<file path="config.mk">
export PLATFORM = sky130hd
export DESIGN_NAME = alu_arbiter
export DESIGN_NICKNAME = d
export VERILOG_FILES = /design/src/rtl/alu_arbiter.sv
export SDC_FILE = /design/constraint.sdc
export NUM_CORES = 1
export LEC_CHECK = 0
export CAP_MARGIN = 20
export CELL_PAD_IN_SITES_DETAIL_PLACEMENT = 1
export CELL_PAD_IN_SITES_GLOBAL_PLACEMENT = 2
export CORE_MARGIN = 2
export CORE_UTILIZATION = 26
export DETAILED_ROUTE_END_ITERATION = 8
export HOLD_SLACK_MARGIN = 0.06
export PLACE_DENSITY_LB_ADDON = 0.05
export SYNTH_ARGS = -nofsm -noshare
export SYNTH_HDL_FRONTEND = slang
export SYNTH_SLANG_ARGS = --single-unit
export TNS_END_PERCENT = 50
</file>
<file path="constraint.sdc">
create_clock -name clk -period 2.6 [get_ports clk]
set_clock_uncertainty 0.2 [all_clocks]
set_input_delay 0.65 -clock clk [delete_from_list [all_inputs] [get_ports clk]]
set_output_delay 0.65 -clock clk [all_outputs]
set_load 0.01 [all_outputs]
</file>
<file path="src/rtl/alu_arbiter.sv">
// Round-robin arbiter/sequencer sharing one combinational ALU between two requesters.
// Optional ALU_ARB_ZERO_FLAG_EN adds a registered rsp_zero flag captured alongside rsp_y.
module alu_arbiter #(
    parameter int WIDTH       = 4,
    parameter int OPW         = 3,
    parameter int EXEC_CYCLES = 1
) (
    input  logic             clk,
    input  logic             rst_n,
    input  logic [1:0]       req_valid,
    output logic [1:0]       req_ready,
    input  logic [WIDTH-1:0] req_a0,
    input  logic [WIDTH-1:0] req_b0,
    input  logic [WIDTH-1:0] req_a1,
    input  logic [WIDTH-1:0] req_b1,
    input  logic [OPW-1:0]   req_op0,
    input  logic [OPW-1:0]   req_op1,
    output logic [WIDTH-1:0] alu_a,
    output logic [WIDTH-1:0] alu_b,
    output logic [OPW-1:0]   alu_s,
    input  logic [WIDTH-1:0] alu_y,
    output logic             rsp_valid,
    input  logic             rsp_ready,
    output logic [WIDTH-1:0] rsp_y,
    output logic             rsp_id
`ifdef ALU_ARB_ZERO_FLAG_EN
    ,
    output logic             rsp_zero
`endif
);

    typedef enum logic [1:0] {
        IDLE = 2'd0,
        EXEC = 2'd1,
        RESP = 2'd2
    } state_t;

    localparam logic [3:0] CNT_INIT = 4'(EXEC_CYCLES - 1);

    state_t     state;
    state_t     state_next;
    logic [3:0] cnt;
    logic       prio;
    logic [1:0] grant;
    logic       accept;
    logic       winner;

    // prio names the requester favoured when both are asking at once
    always_comb begin
        grant = 2'b00;
        case (req_valid)
            2'b01:   grant = 2'b01;
            2'b10:   grant = 2'b10;
            2'b11:   grant = prio ? 2'b10 : 2'b01;
            default: grant = 2'b00;
        endcase
    end

    assign req_ready = (state == IDLE) ? grant : 2'b00;
    assign accept    = |req_ready;
    assign winner    = req_ready[1];

    always_ff @(posedge clk or negedge rst_n) begin
        if (!rst_n) begin
            state <= IDLE;
        end else begin
            state <= state_next;
        end
    end

    always_comb begin
        state_next = state;
        case (state)
            IDLE: begin
                if (accept) begin
                    state_next = EXEC;
                end
            end
            EXEC: begin
                if (cnt == 4'd0) begin
                    state_next = RESP;
                end
            end
            RESP: begin
                if (rsp_ready) begin
                    state_next = IDLE;
                end
            end
            default: state_next = IDLE;
        endcase
    end

    // Operands stay on the ALU after an operation; only reset clears them
    always_ff @(posedge clk or negedge rst_n) begin
        if (!rst_n) begin
            alu_a     <= '0;
            alu_b     <= '0;
            alu_s     <= '0;
            rsp_id    <= 1'b0;
            rsp_y     <= '0;
            rsp_valid <= 1'b0;
            cnt       <= 4'd0;
            prio      <= 1'b0;
        end else begin
            case (state)
                IDLE: begin
                    if (accept) begin
                        alu_a  <= winner ? req_a1  : req_a0;
                        alu_b  <= winner ? req_b1  : req_b0;
                        alu_s  <= winner ? req_op1 : req_op0;
                        rsp_id <= winner;
                        cnt    <= CNT_INIT;
                    end
                end
                EXEC: begin
                    if (cnt == 4'd0) begin
                        rsp_y     <= alu_y;
                        rsp_valid <= 1'b1;
                    end else begin
                        cnt <= cnt - 4'd1;
                    end
                end
                RESP: begin
                    if (rsp_ready) begin
                        rsp_valid <= 1'b0;
                        prio      <= ~rsp_id;
                    end
                end
                default: ;
            endcase
        end
    end

`ifdef ALU_ARB_ZERO_FLAG_EN
    always_ff @(posedge clk or negedge rst_n) begin
        if (!rst_n) begin
            rsp_zero <= 1'b0;
        end else if (state == EXEC && cnt == 4'd0) begin
            rsp_zero <= (alu_y == '0);
        end
    end
`endif

endmodule

</file>
# [Word-level counts from Yosys, hierarchy flattened]
# Index checks and enable logic that the tools add are counted.
[op_classes] addsub=1 multipliers=0 div=0 order_cmp=0 eq_ne=9 shift=0 mux=16 bitwise_logic=1 reduce_logical=11
[op_table] cell="2-to-1 mux 4 bit" n=4
[op_table] cell="one-hot mux 2 bit (3 select lines)" n=2
[op_table] cell="2-to-1 mux 2 bit" n=5
[op_table] cell="AND reduction 3 bit" n=3
[op_table] cell="!= test 2 bit (second input constant)" n=4
[op_table] cell="one-hot mux 4 bit (2 select lines)" n=1
[op_table] cell="equality test 2 bit (second input constant)" n=3
[op_table] cell="AND reduction 2 bit" n=3
[op_table] cell="equality test 2 x 1 -> 1 bit (second input constant)" n=2
[op_table] cell="logical NOT 4 bit" n=1
[op_table] cell="nonzero test 2 bit" n=2
[op_table] cell="subtractor 4 x 1 -> 4 bit (second input constant)" n=1
[op_table] cell="2-to-1 mux 3 bit" n=1
[op_table] cell="logical NOT 2 bit" n=1
[op_table] cell="2-to-1 mux 1 bit" n=2
[op_table] cell="one-hot mux 1 bit (2 select lines)" n=1
[op_table] cell="OR reduction 2 bit" n=1
[op_table] cell="inverter 1 bit" n=1
[totals] reg_bits=24 latch_bits=0 ram_bits=0 rom_bits=0 input_bits=31 output_inout_bits=19 word_cells=47 n_memories=0

# [Logic depth before layout (Yosys ltp)]
[depth] ltp_word=6 mapped_depth=5 depth_no_buf=5

# [Worst setup path after synthesis]
# OpenSTA, ideal clock, no wires.
[synth_path] path_kind="input-to-output" startpoint="input req_valid[0]" endpoint="output req_ready[1]" arrival_ns=1.059 t_required_ns=1.750 setup_slack_ns=0.691 path_stages=3 path_cell_list="nand2b_1 and3_4 buf_6"
[synth_via] elab_chain_len=3 word_cells_on_any_way=5 cone_classes="3 x eq/ne; 2 x mux"
[synth_lines] element="from (decl)" line="10" rtl="input logic [1:0] req_valid,"
[synth_lines] element="equality test 2 bit / equality test 2 x 1 -> 1 bit (equally long branches)" line="51" rtl="case (req_valid)"
[synth_lines] element="one-hot mux 2 bit (3 select lines) (*)" line="51"
[synth_lines] element="2-to-1 mux 2 bit (*)" line="59" rtl="assign req_ready = (state == IDLE) ? grant : 2'b00;"
[synth_lines] element="to (decl)" line="11" rtl="output logic [1:0] req_ready,"
# Mark *: on every way between the ends. The rest lies on a longest branch, timed or not.

# [Worst setup path in the final report]
[layout_path] startpoint="input req_valid[1]" endpoint="output req_ready[0]"
# The elaborated chain is that of the path after synthesis.

==> results <==
- The tree built by TritonCTS fans out to 24 sinks.
- The final worst-path setup slack is 252 ps.
- For this run, the register share of the synthesized area comes to 0.503.
- In the synthesized netlist the async set-or-reset flop fraction comes to 1.00.
- Counting flops and latches in the post-synthesis netlist gives 24.
- By area the synthesized netlist is led by sky130_fd_sc_hd__dfrtp_1 50%, sky130_fd_sc_hd__o311ai_1 7.3%, sky130_fd_sc_hd__o21ai_0 7.1%, sky130_fd_sc_hd__nand4_1 5.8%, sky130_fd_sc_hd__inv_1 4.4%.
- The number of inserted diodes is 0.
- Across every metal layer, demand over resource in global routing totals 0.152.
- Once detailed placement completed, the half-perimeter wirelength came to between 2000 and 3000 um.
- The slew at the pin with the worst max-slew slack is approximately 540 ps.
- The final-report max-slew violation count was 0.
- The area share of xor/xnor cells in the synthesized design is 0.
- After detailed routing, the average wire length per cell comes to 15.8 um.
- Dividing the final minimum period by the clock period gives 0.903.
- Counting flops with a built-in enable in the synthesized netlist gives 0.
- The routed design has around 3500 um of wire.
- The share of total power dissipated in sequential elements is 0.351.
- The clock edge transition at the registers on the reported setup and hold paths is 90 ps.
- From synthesis to final layout, the design area changed by 54.3%.
- The via count of the first global-routing pass was around 1200.
- Setup violations remaining at the end of the flow were counted as 0.
- The fmax is approximately 0.43 GHz.
- The most instantiated flip-flop cell in the synthesis netlist is sky130_fd_sc_hd__dfrtp_1.
- The synthesized net count is 150.
- The final design area excluding fillers is around 0.0018 mm2.
- In this run the power spent charging and discharging nets is about 0.71 mW.
- By count the netlist is led by 24 x sky130_fd_sc_hd__dfrtp_1, 17 x sky130_fd_sc_hd__o21ai_0, 14 x sky130_fd_sc_hd__inv_1, 11 x sky130_fd_sc_hd__nand4_1, 10 x sky130_fd_sc_hd__o311ai_1.
- Headroom to the max-slew limit came out at 0.635.
- The overall die area is between 0.005 and 0.006 mm2.
- sky130_fd_sc_hd__dfrtp_1 is the most common cell in the netlist.
- The share of synthesized area in the top cell type comes to 0.503.
- The total power density per cell area is approximately 1100 mW/mm2.
- The first global-routing pass estimated approximately 6100 um of wire.
- The hold violation total from the final report is 0.
- The width of the chip is about 70 um.
- The worst hold slack across all endpoints is 294 ps.
- The die is 71.8 um tall.
- The path type of the worst setup path is input port to primary output.
- Of the total power, combinational logic draws 0.514.
- The first detailed-routing pass took 4 iterations.
- The congestion estimate from routability-driven global placement came to slightly below 0.7.
- The number of buffers added by the clock tree synthesis step is 3.
- The initial antenna violation count came to 0.
- The arrival time of data at the critical path endpoint is ~1500 ps.
- The worst setup path is captured at a primary output.
- The share of total power dissipated in the clock network is 0.135.
- The core region is ~0.0044 mm2.
- The placed instance area is approximately 0.0018 mm2.
- The finished layout holds around 230 standard cells, fillers aside.
- The tightest min-delay check is of the flip-flop to flip-flop type.
- The post-synthesis share of cell area spent on and, or, nand and nor gates is 0.170.
- The tool flagged a number of max-cap violations equal to 0.
- The floorplan has 24 rows.
- The number of design rule violations left after detail routing is 0.
- The clock period minus worst slack is ~2300 ps.
- The worst-case IR drop observed on VDD is approximately 0.4 mV.
- The largest fanout on the critical path is 5.
- Using the TritonRoute via totals, the vias-per-cell ratio works out to roughly 5.
- The clock tree from TritonCTS is done.
- The mapped cell area is around 0.0012 mm2.
- The instance count after placement with tap cells included is between 200 and 250.
- The routed layout has about 1100 vias.
- The number of hold-repair buffers added at the cts stage is 0.
- In this run, distinct cell masters in the synthesized netlist total 29.
- The analysis attributes to cell leakage a power of 0.802 nW.
- The launching element type of the critical path is an input port.
- The leading area contributor after synthesis is sky130_fd_sc_hd__dfrtp_1.
- Of the total synthesized cell area, the portion taken by full adders, half adders and majority gates is 0.0210.
- The synthesized-area fraction occupied by ao, oa, aoi and oai cells is 0.177.
- In the final design database the tool counted 207 nets.
- At the worst endpoint, the required time is 1750 ps.
- Setup repair after global routing left no endpoint under its margin.
- In this run the deepest clock path goes through 2 buffers.
- The average footprint of a synthesized cell is slightly above 10 um2.
- The final standard cell utilization of the core is 0.420.
- Cell internal power was estimated by the tool at roughly 1.2 mW.
- Of the total power, the share spent switching nets is 0.368.
- The CTS root buffer is sky130_fd_sc_hd__clkbuf_8.
- The synthesized netlist cell count is 117.
- The pre-CTS setup slack is -233 ps.
- The number of top-level pins is 50.
- CTS built an H-tree with a depth of 1.
- Entering global routing, the biggest net connects 25 pins.
- The total congestion overflow after global routing is 0.
- The starting density of the core is 0.272.
- The clock latency at the later pin of the worst-skew pair is ~270 ps.
- For this block, the initial DRC count from the detailed router was 63.
- The post-detailed-route count of antenna-violating nets is 0.
- The run finished with clean final reports.
- The fraction of layout instances using a drive strength above 1 is 0.127.
- Buffers placed on the I/O ports in this run total between 40 and 50.
- The Yosys step of the flow raised 0 warnings.
- Of the post-synthesis cell area, the part taken by muxes is 0.0545.
- By area, the combinational part of the netlist is dominated by compound AO/OA/AOI/OAI gates.
## cell families (layout without fill, tap and decap cells)
logic type,after synthesis,after routing
simple gates,32,32
mux,6,6
flops,24,24
fa+ha+maj,2,2
buf+inv,21,77
compound gates,32,32
## per-stage QoR
stage / total power [mW] / TNS (ps)
floorplan: 1.21 / 0
global placement: 1.69 / -431
detailed placement: 1.71 / -455
finish: 1.94 / 0
CTS: 1.97 / 0
global route: 2.11 / 0
## metal layers
layer | vias to the layer above | part of all wire | global-route usage | routed length, um
li1 | 542 | - | - | -
met1 | 546 | 0.40 | 0.170 | 1430
met2 | 30 | 0.53 | 0.279 | 1880
met3 | 2 | 0.060 | 0.0506 | 212
met4 | 0 | 0.0071 | 0.0314 | 25
met5 | - | 0 | 0 | 0
## final cells by class
type | instances | area (um2)
clock buffers | 4 | 55.1
fillers | 488 | 2540
inverters | 14 | 52.6
multi-input cells | 72 | 504
flip-flops and latches | 24 | 601
well taps | 52 | 65.1
repair buffers | 59 | 564
## registers in the layout, indices dropped and copies added, names as in the netlist
name and cells:
alu_a 4, alu_b 4, alu_s 3, cnt 4, prio 1, rsp_id 1
rsp_valid 1, rsp_y 4, state 2
## final timing paths
kind / to / cells after the start / from / slack [ps]
setup reg to reg: rsp_y[2] / 5 / cnt[0] / 840
hold / removal: rsp_valid / 2 / rsp_valid / 290
hold reg to reg: rsp_valid / 2 / rsp_valid / 290
min in group asynchronous: alu_a[1] / 2 / rst_n / 540
setup / recovery: req_ready[0] / 4 / req_valid[1] / 250
max in group asynchronous: rsp_y[3] / 2 / rst_n / 1410
## power by group through the flow
stage	Clock (mW)	Sequential, mW	Combinational [mW]
floorplan	0	0.726	0.481
global placement	0	0.685	1.00
detailed placement	0	0.690	1.02
CTS	0.272	0.688	1.01
global route	0.289	0.717	1.11
finish	0.262	0.682	0.997
## layout by cell type, fill, tap and decap left out
master and n:
sky130_fd_sc_hd__dlymetal6s2s_1 1, sky130_fd_sc_hd__nor3_1 1, sky130_fd_sc_hd__nand2_1 5, sky130_fd_sc_hd__ha_1 2
sky130_fd_sc_hd__o21ai_0 17, sky130_fd_sc_hd__dfrtp_1 24, sky130_fd_sc_hd__nand4_1 11, sky130_fd_sc_hd__dlygate4sd2_1 3
sky130_fd_sc_hd__or3b_2 1, sky130_fd_sc_hd__o221ai_1 1, sky130_fd_sc_hd__o21bai_1 1, sky130_fd_sc_hd__clkdlybuf4s50_1 45
sky130_fd_sc_hd__or2_1 1, sky130_fd_sc_hd__inv_1 14, sky130_fd_sc_hd__o22ai_1 1, sky130_fd_sc_hd__o311ai_1 10
sky130_fd_sc_hd__mux2_2 4, sky130_fd_sc_hd__nor3b_4 1, sky130_fd_sc_hd__and3_4 1, sky130_fd_sc_hd__nor2_2 1
sky130_fd_sc_hd__and3_1 1, sky130_fd_sc_hd__o311ai_0 1, sky130_fd_sc_hd__mux2i_1 2, sky130_fd_sc_hd__nand3b_1 1
sky130_fd_sc_hd__nor2_1 1, sky130_fd_sc_hd__nand3_1 3, sky130_fd_sc_hd__clkbuf_8 4, sky130_fd_sc_hd__o31ai_1 1
sky130_fd_sc_hd__and2b_1 1, sky130_fd_sc_hd__buf_4 10, sky130_fd_sc_hd__nand2b_1 3
## worst max-delay path, cell delays in order
cell	delay, ps
sky130_fd_sc_hd__dlygate4sd2_1	310
sky130_fd_sc_hd__nand2_1	70
sky130_fd_sc_hd__and3_1	190
sky130_fd_sc_hd__dlygate4sd2_1	280
## timing repair
| action | CTS | global route |
|---|---|---|
| gates resized for setup | 3 | 1 |
| gates cloned | 0 | 0 |
| setup endpoints to repair | 2 | 1 |
| endpoints found under the hold margin | 0 | 0 |
| buffers inserted | 0 | 0 |
(Power assumes the default switching activity.)
